[src/rtl/i2c_master_arbiter.sv]
// Purpose: round-robin share of one i2c_master between two requesters; latches winner command, steers strobes back.
// Latency: i_req_valid seen in IDLE at cycle n -> o_start/o_req_ack in cycle n+1; byte strobes -> requester pulses +1 cycle.
// Backpressure: requests are level-held; while busy or in the post-transfer gap they wait and are never dropped.
module i2c_master_arbiter #(
    parameter int G_GAP_CYCLES = 64,
    parameter int G_TIMEOUT    = 100000
) (
    input  logic        clk,
    input  logic        rst_n,
    input  logic [1:0]  i_req_valid,
    input  logic [1:0]  i_req_rw,
    input  logic [13:0] i_req_chip_addr,
    input  logic [15:0] i_req_nb_data,
    input  logic [15:0] i_req_wdata,
    output logic [1:0]  o_req_ack,
    output logic [1:0]  o_req_wdata_rdy,
    output logic [7:0]  o_req_rdata,
    output logic [1:0]  o_req_rdata_valid,
    output logic [1:0]  o_req_done,
    output logic [1:0]  o_req_err,
    output logic        o_busy,
    output logic        o_start,
    output logic        o_rw,
    output logic [6:0]  o_chip_addr,
    output logic [7:0]  o_nb_data,
    output logic [7:0]  o_wdata,
    input  logic [7:0]  i_rdata,
    input  logic        i_rdata_valid,
    input  logic        i_next_wdata_rdy,
    input  logic        i_sack_error
);
    localparam int TW = (G_TIMEOUT > 1) ? $clog2(G_TIMEOUT) : 1;
    localparam int GW = (G_GAP_CYCLES > 1) ? $clog2(G_GAP_CYCLES) : 1;
    localparam logic [TW-1:0] TIMER_LAST = TW'(G_TIMEOUT - 1);
    localparam logic [GW-1:0] GAP_LAST   = GW'(G_GAP_CYCLES - 1);

    typedef enum logic [1:0] {IDLE, START, XFER, GAP} state_t;

    state_t        state;
    logic          grant;
    logic          rr_prio;
    logic [7:0]    byte_cnt;
    logic [TW-1:0] timer;
    logic [GW-1:0] gap_cnt;

    logic          win;
    logic [1:0]    win_oh;
    logic [1:0]    grant_oh;
    logic [6:0]    win_addr;
    logic [7:0]    win_nb;
    logic          byte_evt;
    logic          last_byte;

    // With both requesting, rr_prio names the one that was not served last.
    always_comb begin
        win = i_req_valid[1];
        if (i_req_valid == 2'b11) begin
            win = rr_prio;
        end
    end

    assign win_oh    = win   ? 2'b10 : 2'b01;
    assign grant_oh  = grant ? 2'b10 : 2'b01;
    assign win_addr  = win ? i_req_chip_addr[13:7] : i_req_chip_addr[6:0];
    assign win_nb    = win ? i_req_nb_data[15:8]   : i_req_nb_data[7:0];
    assign byte_evt  = o_rw ? i_rdata_valid : i_next_wdata_rdy;
    assign last_byte = (byte_cnt + 8'd1) == o_nb_data;

    assign o_busy  = (state != IDLE);
    // The granted requester's live write byte; it refreshes it after each wdata_rdy pulse.
    assign o_wdata = (state == IDLE) ? 8'h00 : (grant ? i_req_wdata[15:8] : i_req_wdata[7:0]);

    always_ff @(posedge clk or negedge rst_n) begin
        if (!rst_n) begin
            state             <= IDLE;
            grant             <= 1'b0;
            rr_prio           <= 1'b0;
            byte_cnt          <= 8'd0;
            timer             <= '0;
            gap_cnt           <= '0;
            o_req_ack         <= 2'b00;
            o_req_wdata_rdy   <= 2'b00;
            o_req_rdata       <= 8'h00;
            o_req_rdata_valid <= 2'b00;
            o_req_done        <= 2'b00;
            o_req_err         <= 2'b00;
            o_start           <= 1'b0;
            o_rw              <= 1'b0;
            o_chip_addr       <= 7'h00;
            o_nb_data         <= 8'h00;
        end else begin
            o_start           <= 1'b0;
            o_req_ack         <= 2'b00;
            o_req_wdata_rdy   <= 2'b00;
            o_req_rdata_valid <= 2'b00;
            o_req_done        <= 2'b00;
            o_req_err         <= 2'b00;
            case (state)
                IDLE: begin
                    if (|i_req_valid) begin
                        grant       <= win;
                        rr_prio     <= ~win;
                        o_rw        <= i_req_rw[win];
                        o_chip_addr <= win_addr;
                        o_nb_data   <= win_nb;
                        if (win_nb == 8'd0) begin
                            // Empty command: acknowledged and failed without touching the bus.
                            o_req_ack  <= win_oh;
                            o_req_done <= win_oh;
                            o_req_err  <= win_oh;
                            gap_cnt    <= '0;
                            state      <= GAP;
                        end else begin
                            o_start   <= 1'b1;
                            o_req_ack <= win_oh;
                            state     <= START;
                        end
                    end
                end
                START: begin
                    byte_cnt <= 8'd0;
                    timer    <= '0;
                    state    <= XFER;
                end
                XFER: begin
                    if (i_sack_error) begin
                        o_req_done <= grant_oh;
                        o_req_err  <= grant_oh;
                        gap_cnt    <= '0;
                        state      <= GAP;
                    end else if (byte_evt) begin
                        byte_cnt <= byte_cnt + 8'd1;
                        timer    <= '0;
                        if (o_rw) begin
                            o_req_rdata       <= i_rdata;
                            o_req_rdata_valid <= grant_oh;
                        end
                        if (last_byte) begin
                            o_req_done <= grant_oh;
                            gap_cnt    <= '0;
                            state      <= GAP;
                        end else if (!o_rw) begin
                            o_req_wdata_rdy <= grant_oh;
                        end
                    end else if (timer == TIMER_LAST) begin
                        o_req_done <= grant_oh;
                        o_req_err  <= grant_oh;
                        gap_cnt    <= '0;
                        state      <= GAP;
                    end else begin
                        timer <= timer + 1'b1;
                    end
                end
                GAP: begin
                    if (gap_cnt == GAP_LAST) begin
                        state <= IDLE;
                    end else begin
                        gap_cnt <= gap_cnt + 1'b1;
                    end
                end
                default: state <= IDLE;
            endcase
        end
    end
endmodule

[config.mk]
export PLATFORM = sky130hd
export DESIGN_NAME = i2c_master_arbiter
export DESIGN_NICKNAME = d
export VERILOG_FILES = /design/src/rtl/i2c_master_arbiter.sv
export SDC_FILE = /design/constraint.sdc
export NUM_CORES = 1
export LEC_CHECK = 0
export BUFFER_PORTS_ARGS = -buffer_cell sky130_fd_sc_hd__buf_2
export CAP_MARGIN = 20
export CORE_MARGIN = 3
export CORE_UTILIZATION = 40
export DETAILED_ROUTE_END_ITERATION = 6
export SETUP_SLACK_MARGIN = 0.2
export SLEW_MARGIN = 20
export SYNTH_ARGS = -nofsm -noshare
export SYNTH_HDL_FRONTEND = slang
export SYNTH_SLANG_ARGS = --single-unit
[constraint.sdc]
create_clock -name clk -period 4.5 [get_ports clk]
set_input_delay 0.9 -clock clk [delete_from_list [all_inputs] [get_ports clk]]
set_output_delay 0.9 -clock clk [all_outputs]
set_load 0.02 [all_outputs]
==> results of run 1 <==
[area by class of cell]
class,instances,area (um2)
Fill cell,888,4600
Inverter,9,33.8
Sequential cell,70,1750
Clock buffer,10,138
Clock inverter,6,61.3
Timing Repair Buffer,110,561
Multi-Input combinational cell,293,1980
Tap cell,129,161
[cells in the final DEF (no fill, tap or decap), types with 3 or more instances in the layout]
cell	count
buf_2	106
dfrtp_1	70
nand2_1	51
o21ai_0	35
nor2_1	30
mux2i_1	20
nand3_1	15
and3_1	12
clkbuf_8	10
inv_1	9
a21oi_1	8
xnor2_1	8
mux2_2	8
a22oi_1	8
nand4_1	7
ha_1	7
o31ai_1	6
nand2b_1	5
xor2_1	4
a31oi_1	4
nor4_1	4
buf_4	4
and4_1	3
nor2b_1	3
a211oi_1	3
o2111ai_1	3
or3_1	3
o2bb2ai_1	3
clkinv_2	3
[per-layer routing]
metal | part of all wire (%) | track usage, % | up-vias
met3 | 5.6 | 3.36 | 12
met1 | 45 | 24.4 | 1609
met5 | 0 | 0 | -
met4 | 1.5 | 6.27 | 0
met2 | 48 | 29.3 | 96
li1 | - | - | 1624
[stage by stage]
| stage | hold WS (ns) | util [%] | cells |
|---|---|---|---|
| 2_1_floorplan | 0.441 | - | 386 |
| 3_3_place_gp | 0.448 | 48.3 | 611 |
| 3_5_place_dp | 0.455 | 48.3 | 611 |
| 4_1_cts | 0.474 | 50.5 | 627 |
| 5_1_grt | 0.517 | 50.5 | 627 |
| 6_report | 0.472 | 50.5 | 627 |
[final timing paths]
kind / start / endpoint / slack, ns
worst max-delay path: state[0] / o_busy / 1.78
worst min-delay path: o_chip_addr[2] / o_chip_addr[2] / 0.47
worst max register to register: state[0] / byte_cnt[0] / 1.84
worst min register to register: o_chip_addr[2] / o_chip_addr[2] / 0.47
max in group asynchronous: rst_n / state[1] / 2.92
min in group asynchronous: rst_n / timer[14] / 0.64
[cell families after synthesis]
group	synth area share (%)
flip-flops	45.8
AO/OA/AOI/OAI	16.3
multiplexers	8.37
adder cells (fa/ha/maj)	2.29
AND/OR/NAND/NOR	20.7
buffers and inverters	2.55
XOR/XNOR	3.96
[state kept, by name, summed over array words and instances, names as in the netlist, 6 cells and up]
register,count
o_chip_addr,7
byte_cnt,8
o_req_rdata,8
o_nb_data,8
gap_cnt,6
timer,17
[critical path, delay by kind of cell, from the launching register on]
kind | cells | cell delay (ns)
buf+inv | 3 | 0.49
flops | 1 | 0.41
fa+ha+maj | 1 | 0.56
[power breakdown]
group	internal [mW]	total, mW	switching [mW]
sequential	0.632	0.636	0.00464
clock	0.269	0.514	0.245
combinational	0.0379	0.0885	0.0506
==> summary.md, run 1 <==
| Metric | Value |
|---|---|
| Nets | `about 560` |
| Vias per cell | `5.33` |
| Synthesized cell area | `between 0.003 and 0.004 mm2` |
| Slack of the critical path | `around 1.8 ns` |
| Post-DP Area | `roughly 0.0045 mm2` |
| Dpl ws | `1.70 ns` |
| Min-delay worst type | `flop to flop` |
| DR iter-0 viols | `between 100 and 150` |
| H-Tree Level Count | `3` |
| Vias in the first global route | `3272` |
| Critical Path Source Type | `flop` |
| Post-Syn Area per Cell | `9.91 um2` |
| Area growth, synth to finish | `22.5%` |
| Largest net degree at the start of global routing | `39` |
| Clk slew on worst S/H paths | `0.08 ns` |
| CTS tree | `done` |
| Leakage | `2.35 nW` |
| Yosys cell types | `60` |
| Max Slew Vio Count | `0` |
| Cts repair resizes | `0` |
| Final setup TNS | `0 ns` |
| # DRC | `0` |
| Fin crit share | `60.3%` |
| Dominant synthesized flop cell | `dfrtp_1` |
| Min cycle time layout | `around 2.7 ns` |
| Slowest cell delay on critical path | `about 0.56 ns` |
| Worst Path Required | `roughly 3.6 ns` |
| CP dominant cell by count | `inv_1` |
| Crit path DAT | `~1.8 ns` |
| Relative slew slack | `a little under half` |
| ANT cells | `0` |
| Clk buf depth | `2` |
| Post-Syn Instances | `about 390` |
| Post-route ant nets | `0` |
| Initial antenna violation count | `0` |
| Setup crit end kind | `output pin` |
| Overall Global Routing Usage | `approximately 18%` |
| Clock Skew | `about 0.0084 ns` |
| I/O Buffers | `~110` |
| Hold-fix buffers, CTS | `0` |
| Sequential-to-total area share from yosys stat | `a little under half` |
| Crit Path Max Fanout | `13` |
| Placed wire-length estimate | `7.27 mm` |
| Worst r2r path cells | `7` |
| Post-Syn Nets | `about 460` |
| Post-synth ARST share | `100%` |
| Dominant cells by area after synthesis | `dfrtp_1, mux2i_1, nand2_1` |
| Setup Crit Path Kind | `flop to output pin` |
| Worst path cell trace | `inv_1, ha_1, inv_1, buf_2` |
| RSZ-0062 raised after global routing | `false` |
| Die Width | `just over 100 um` |
| CTS Buf Count | `9` |
| Share of cells above drive strength 1 | `between 30% and 40%` |
| Commonest cells post-synth | `dfrtp_1, nand2_1, o21ai_0` |
| Drt pass-1 iters | `4` |
| Worst-Margin Slew | `between 0.8 and 0.9 ns` |
| Pwr per Cell Area | `between 200 and 300 mW/mm2` |
| Status | `finished clean` |
| YS warnings | `0` |
| Power Total | `1.24 mW` |
| Fmax | `0.368 GHz` |
| Initial core utilization | `between 40% and 50%` |
| I/O Pins | `~110` |
| Grt total ovfl | `0` |
| Clk sinks | `70` |
| Global-route wire length before repair | `~16 mm` |
| Row count | `35` |
| Slowest-stage cell, CP | `ha_1` |
| Area of the core | `between 0.009 and 0.01 mm2` |
| Final-report setup violation count | `0` |
| Most frequent cell after synthesis | `dfrtp_1` |
| Full die area | `roughly 0.011 mm2` |
| Max-cap violations | `0` |
| Via count | `roughly 3300` |
| Clk Latency, worst-skew pair | `0.35 ns` |
| Root Buffer | `clkbuf_8` |
| VDD IR-drop max | `between 0.1 and 0.15 mV` |
| Routed WL | `roughly 9.6 mm` |
| Final Cell Area | `around 0.0047 mm2` |
| Top cell type's share of synthesized area | `45.8%` |
| Register bit total from synthesis | `70` |
| GP Congestion | `roughly 0.9` |
| Routed WL per cell | `around 15 um` |
| Post-CTS Setup Repair Bufs | `0` |
| Die Height | `just over 100 um` |
| Fin. Hold Viols | `0` |
| EDFF count, synth | `0` |
| Yosys top cell by area | `dfrtp_1` |
| Hold path depth | `2` |
Note: power is estimated with default switching activity, not from simulation.
==> run 2: changes to the inputs <==
==> constraint.sdc (replaced) <==
create_clock -name clk -period 2.6 [get_ports clk]
set_input_delay 0.52 -clock clk [delete_from_list [all_inputs] [get_ports clk]]
set_output_delay 0.52 -clock clk [all_outputs]
set_load 0.02 [all_outputs]
==> run 2 against run 1 <==
  * Critical path depth grew 3
  * Sequential cell count is the same
  * Global-route usage grew 0.053 points
  * Cell count grew 1.3%
  * Clock-buffer cell count grew 4
  * Via count is essentially flat
  * Critical path type is now flop to flop
==> summary.md, run 2 (same netlist as run 1, synthesis figures left out) <==
| Metric | Value |
|---|---|
| Sequential share of power | `52.5% (+1.2 points)` |
| Die Height | `104 um (unchanged)` |
| Clk sinks | `70 (unchanged)` |
| Full die area | `0.0108 mm2 (unchanged)` |
| Clk slew on worst S/H paths | `0.08 ns (about the same)` |
| ANT cells | `0 (unchanged)` |
| Relative slew slack | `57.1% (+11 points)` |
| Root Buffer | `clkbuf_8` |
| Max Slew Vio Count | `0 (unchanged)` |
| Grt total ovfl | `0 (unchanged)` |
| Initial core utilization | `41.2% (unchanged)` |
| RSZ-0062 raised after global routing | `false` |
| Fin crit share | `88.4%` |
| Most common cell after layout, fill and taps aside | `buf_2` |
| Area of the core | `0.00928 mm2 (unchanged)` |
| I/O Buffers | `106 (unchanged)` |
| Largest net degree at the start of global routing | `44 (+13%)` |
| Vias in the first global route | `3252 (-0.61%)` |
| Vias per cell | `5.26 (-1.3%)` |
| Placed wire-length estimate | `7.47 mm (+2.7%)` |
| Worst-Margin Slew | `0.643 ns (-0.163 ns)` |
| Fmax | `about 0.44 GHz` |
| Die Width | `104 um (unchanged)` |
| Worst Path Required | `2.83 ns (-0.77 ns)` |
| CTS Buf Count | `9 (unchanged)` |
| WHS | `0.192 ns (-0.281 ns)` |
| Setup Crit Path Kind | `flop to flop` |
| Status | `finished clean` |
| Clk Latency, worst-skew pair | `0.34 ns (about the same)` |
| Via count | `3338 (-0.090%)` |
| Row count | `35 (unchanged)` |
| Final Util | `51.3% (+0.80 points)` |
| Largest Register | `timer` |
| VDD IR-drop max | `0.225 mV (+88%)` |
| Min-delay worst type | `primary input to asynchronous set/reset pin` |
| Final Cell Area | `0.00476 mm2 (+1.6%)` |
| Switch Pwr | `0.511 mW (+70%)` |
| Net Sw Frac | `24.3% (+0.070 points)` |
| GP Congestion | `0.917 (+2.1%)` |
| Commonest cells after routing, fill and taps aside | `buf_2, dfrtp_1, nand2_1, o21ai_0, nor2_1` |
| Crit path DAT | `2.53 ns (+0.71 ns)` |
| Clock power frac | `40.0% (-1.5 points)` |
| Setup crit end kind | `flop` |
| Logic pwr share | `7.5% (+0.4 points)` |
| Overall Global Routing Usage | `18.2% (+0.053 points)` |
| Area growth, synth to finish | `24.4%` |
| GRT met3 Usage | `3.43% (+0.062 points)` |
| Clk buf depth | `2 (unchanged)` |
| P_int | `1.59 mW (+69%)` |
| Drt pass-1 iters | `4 (unchanged)` |
| Clock Skew | `0.00731 ns (-0.00113 ns)` |
| Hold-fix buffers, CTS | `0 (unchanged)` |
| Largest register FFs | `17 (unchanged)` |
| Crit Path Max Fanout | `7 (-6)` |
| Nets | `571 (+1.4%)` |
| Routed WL | `9.68 mm (+1.1%)` |
| Share of cells above drive strength 1 | `31.6% (+1.1 points)` |
| Met1 Use GR | `25.7% (+1.3 points)` |
| Critical Path Source Type | `flop` |
| # DRC | `0 (unchanged)` |
| I/O Pins | `107 (unchanged)` |
| DR iter-0 viols | `123 (+4.2%)` |
| Max-cap violations | `0 (unchanged)` |
| Fin. Hold Viols | `0 (unchanged)` |
| M2 GR Usage | `28.0% (-1.3 points)` |
| GR peak layer | `met2` |
| Post-DP Area | `0.00455 mm2 (+1.4%)` |
| Pwr per Cell Area | `441 mW/mm2 (+67%)` |
| Leakage | `2.38 nW (+1.2%)` |
| Final-report setup violation count | `0 (unchanged)` |
| Initial antenna violation count | `0 (unchanged)` |
| H-Tree Level Count | `3 (unchanged)` |
| Routed WL per cell | `15.2 um (-0.15%)` |
| Post-route ant nets | `0 (unchanged)` |
| Final setup TNS | `0 ns (unchanged)` |
| CTS tree | `done` |
| Min cycle time layout | `~2.3 ns` |
| Global-route wire length before repair | `15.9 mm (-0.34%)` |
-- run 2: cell types whose count changed in the layout (fill, tap and decap cells not counted), moves of 2 or more --
cell / change
clkinv_2: -3
clkbuf_8: +2
clkbuf_1: +2
buf_4: +7
-- run 2: critical path, stage by stage, from the launching register on --
cell and delay [ns]:
dfrtp_2 0.42, ha_2 0.26, xor3_1 0.44, nor3_2 0.15
o2111ai_1 0.19, o21ai_4 0.25, nand3_4 0.15, mux2_4 0.33
-- run 2: power groups by stage --
| stage | registers [mW] | clock network, mW | logic [mW] |
|---|---|---|---|
| final | 1.10 | 0.840 | 0.158 |
| after global routing | 1.10 | 0.906 | 0.176 |
| after CTS | 1.10 | 0.862 | 0.160 |
| after detailed placement | 1.12 | 0 | 0.160 |
| after global placement | 1.12 | 0 | 0.157 |
| after floorplan | 1.12 | 0 | 0.0567 |
-- run 2: path summary, 6_finish.rpt --
check	start	endpoint	slack [ns]	cells after the start
min reg2reg	o_chip_addr[2]	o_chip_addr[2]	0.47	2
min in group clk	i_req_chip_addr[10]	o_chip_addr[3]	0.40	3
max reg2reg	byte_cnt[0]	gap_cnt[0]	0.30	7
max in group asynchronous	rst_n	gap_cnt[3]	1.75	2
min	rst_n	timer[16]	0.19	1
max	byte_cnt[0]	gap_cnt[0]	0.30	7
-- run 2: area by class of cell --
| class | instances | area (um2) |
|---|---|---|
| fillers | 897 | 4520 |
| multi-input cells | 293 | 1990 |
| flip-flops and latches | 70 | 1750 |
| repair buffers | 118 | 633 |
| clock buffers | 14 | 173 |
| well taps | 129 | 161 |
| inverters | 9 | 33.8 |
| clock inverters | 2 | 15.0 |
-- run 2: timing repair --
action / CTS / global route
gates resized for setup: 0 / 3
setup buffers: 0 / 1
setup endpoints to repair: 0 / 10
-- run 2: layer usage --
metal	wire (um)	part of all wire, %
met1	4620	48
met2	4480	46
met3	368	3.8
met4	210	2.2
met5	0	0
-- run 2: metrics by stage --
stage | total power, mW | cells | setup WS (ns)
2_1_floorplan | 1.18 | 386 | 0.438
3_3_place_gp | 1.28 | 618 | 0.318
3_5_place_dp | 1.28 | 618 | 0.237
4_1_cts | 2.12 | 634 | 0.224
5_1_grt | 2.18 | 635 | 0.204
6_report | 2.10 | 635 | 0.302
==> run 3: changes to the inputs <==
--- a/config.mk
+++ b/config.mk
@@ -7,9 +7,12 @@
 export LEC_CHECK = 0
 export BUFFER_PORTS_ARGS = -buffer_cell sky130_fd_sc_hd__buf_2
 export CAP_MARGIN = 20
+export CELL_PAD_IN_SITES_DETAIL_PLACEMENT = 1
+export CELL_PAD_IN_SITES_GLOBAL_PLACEMENT = 1
 export CORE_MARGIN = 3
 export CORE_UTILIZATION = 40
 export DETAILED_ROUTE_END_ITERATION = 6
+export PLACE_DENSITY_LB_ADDON = 0.1
 export SETUP_SLACK_MARGIN = 0.2
 export SLEW_MARGIN = 20
 export SYNTH_ARGS = -nofsm -noshare
==> run 3 against run 2 <==
  * Die area is the same
  * Cell area rose by 0.13%
  * Sequential power is essentially flat
  * Sequential share of layout area barely moved
  * Critical path depth is the same
  * Clock skew about the same
  * Via count up 2.8%
  * Worst hold slack improved by 0.017 ns
  * First-iteration DRC count is 28% lower
  * Maximum frequency shrank 1.7%
  * Largest power group unchanged
  * Register-to-register slack got worse by 0.04 ns
==> summary.md, run 3 (same netlist as run 1, synthesis figures left out) <==
| Metric | Value |
|---|---|
| Area of the core | `0.00928 mm2 (unchanged)` |
| Worst path cell trace | `ha_1, nand4_1, nor4_4, a31oi_4, o21ai_4, nand3_4, mux2_4` |
| Max Slew Vio Count | `0 (unchanged)` |
| Worst-Margin Slew | `0.751 ns (+0.108 ns)` |
| Net Sw Frac | `23.6% (-0.75 points)` |
| Final setup TNS | `0 ns (unchanged)` |
| Largest register FFs | `17 (unchanged)` |
| Area growth, synth to finish | `24.6%` |
| H-Tree Level Count | `3 (unchanged)` |
| Placed wire-length estimate | `8.47 mm (+13%)` |
| Setup crit end kind | `flop` |
| Via count | `3432 (+2.8%)` |
| Max-cap violations | `0 (unchanged)` |
| Vias per cell | `5.42 (+3.1%)` |
| Min cycle time layout | `2.34 ns (+0.0393 ns)` |
| Global-route wire length before repair | `18.5 mm (+16%)` |
| Final-report setup violation count | `0 (unchanged)` |
| Routed WL per cell | `17.4 um (+14%)` |
| Die Width | `104 um (unchanged)` |
| VDD IR-drop max | `0.251 mV (+11%)` |
| Row count | `35 (unchanged)` |
| Drt pass-1 iters | `4 (unchanged)` |
| Min-delay worst type | `primary input to asynchronous set/reset pin` |
| Final Util | `51.3% (+0.067 points)` |
| # DRC | `0 (unchanged)` |
| Clk sinks | `70 (unchanged)` |
| DR iter-0 viols | `89 (-28%)` |
| Setup Crit Path Kind | `flop to flop` |
| Worst r2r path cells | `7 (unchanged)` |
| Overall Global Routing Usage | `21.3% (+3.1 points)` |
| P_int | `1.62 mW (+2.2%)` |
| Clock Skew | `0.00715 ns (-0.000163 ns)` |
| Root Buffer | `clkbuf_8` |
| Slowest-stage cell, CP | `dfrtp_1` |
| Final cell count without fillers | `633 (-0.31%)` |
| CTS tree | `done` |
| Die Height | `104 um (unchanged)` |
| Relative slew slack | `49.2% (-7.9 points)` |
| Leakage | `2.38 nW (-0.14%)` |
| Post-route ant nets | `0 (unchanged)` |
| Critical Path Source Type | `flop` |
| Initial antenna violation count | `0 (unchanged)` |
| Clk slew on worst S/H paths | `0.07 ns (about the same)` |
| Fin. Hold Viols | `0 (unchanged)` |
| Vias in the first global route | `3593 (+10%)` |
| Largest Register | `timer` |
| Slowest cell delay on critical path | `0.42 ns (-0.02 ns)` |
| Fmax | `0.428 GHz (-1.7%)` |
| Clk Latency, worst-skew pair | `0.34 ns (about the same)` |
| CTS Buf Count | `9 (unchanged)` |
| Clock power frac | `40.6% (+0.6 points)` |
| Share of cells above drive strength 1 | `31.9% (+0.32 points)` |
| Fin crit share | `89.9% (+1.5 points)` |
| Crit path DAT | `2.56 ns (+0.03 ns)` |
| I/O Pins | `107 (unchanged)` |
| Commonest cells after routing, fill and taps aside | `buf_2, dfrtp_1, nand2_1, o21ai_0, nor2_1` |
| Routed WL | `11.0 mm (+14%)` |
| Most common cell after layout, fill and taps aside | `buf_2` |
| ANT cells | `0 (unchanged)` |
| Crit Path Max Fanout | `9 (+2)` |
| Initial core utilization | `41.2% (unchanged)` |
| I/O Buffers | `106 (unchanged)` |
| Grt total ovfl | `0 (unchanged)` |
| Clk buf depth | `2 (unchanged)` |
| Largest net degree at the start of global routing | `44 (unchanged)` |
| Sequential share of power | `51.9% (-0.6 points)` |
| Hold-fix buffers, CTS | `0 (unchanged)` |
| Pwr per Cell Area | `445 mW/mm2 (+1.0%)` |
| GP Congestion | `0.834 (-9.0%)` |
| Full die area | `0.0108 mm2 (unchanged)` |
| Nets | `570 (-0.18%)` |
| Logic pwr share | `7.5% (about the same)` |
| Status | `finished clean` |
| Worst Path Required | `2.82 ns (about the same)` |
| Inst Count DP | `617 (-0.16%)` |
| Switch Pwr | `0.501 mW (-1.9%)` |
| RSZ-0062 raised after global routing | `true` |
[run 3: final cells by class]
| class | count | area (um2) |
|---|---|---|
| clock buffers | 11 | 141 |
| clock inverters | 4 | 47.5 |
| fillers | 1137 | 4520 |
| inverters | 9 | 33.8 |
| multi-input cells | 293 | 2000 |
| flip-flops and latches | 70 | 1750 |
| well taps | 129 | 161 |
| repair buffers | 117 | 626 |
[run 3: metrics by stage]
stage	hold WS [ns]	area [um2]	worst slack, ns	power [mW]
global route	0.265	4770	0.172	2.22
CTS	0.220	4740	0.216	2.16
global placement	0.447	4550	0.302	1.28
floorplan	0.224	3830	0.438	1.18
finish	0.209	4770	0.262	2.12
detailed placement	0.458	4550	0.183	1.28
[run 3: final timing paths]
path / startpoint / end / slack [ns]
setup / recovery: timer[1] / gap_cnt[0] / 0.26
max in group asynchronous: rst_n / gap_cnt[0] / 1.73
hold reg to reg: o_chip_addr[5] / o_chip_addr[5] / 0.47
min in group clk: i_req_chip_addr[11] / o_chip_addr[4] / 0.40
hold / removal: rst_n / timer[5] / 0.21
setup reg to reg: timer[1] / gap_cnt[0] / 0.26
[run 3: power groups by stage]
| stage | clock network (mW) | registers, mW | logic [mW] |
|---|---|---|---|
| CTS | 0.893 | 1.10 | 0.162 |
| global route | 0.937 | 1.10 | 0.178 |
| global placement | 0 | 1.12 | 0.157 |
| floorplan | 0 | 1.12 | 0.0567 |
| detailed placement | 0 | 1.12 | 0.162 |
| finish | 0.863 | 1.10 | 0.159 |
[run 3: what timing repair did]
| item | in CTS | in global routing |
|---|---|---|
| setup endpoints to repair | 2 | 16 |
| cloned | 0 | 0 |
| buffers inserted | 0 | 1 |
| pin swaps | 0 | 1 |
| gates resized for setup | 1 | 5 |
[run 3: layer usage]
layer,global-route usage [%],wire [um],up-vias
met5,0,0,-
met4,4.75,132,0
met3,5.79,589,16
met2,37.0,5590,93
met1,26.5,4720,1687
li1,-,-,1636
[run 3: critical path: cells and delay by family, from the launching register on]
family | cells | cell delay (ns)
mux | 1 | 0.33
simple gates | 3 | 0.81
flops | 1 | 0.42
compound gates | 2 | 0.42
fa+ha+maj | 1 | 0.24
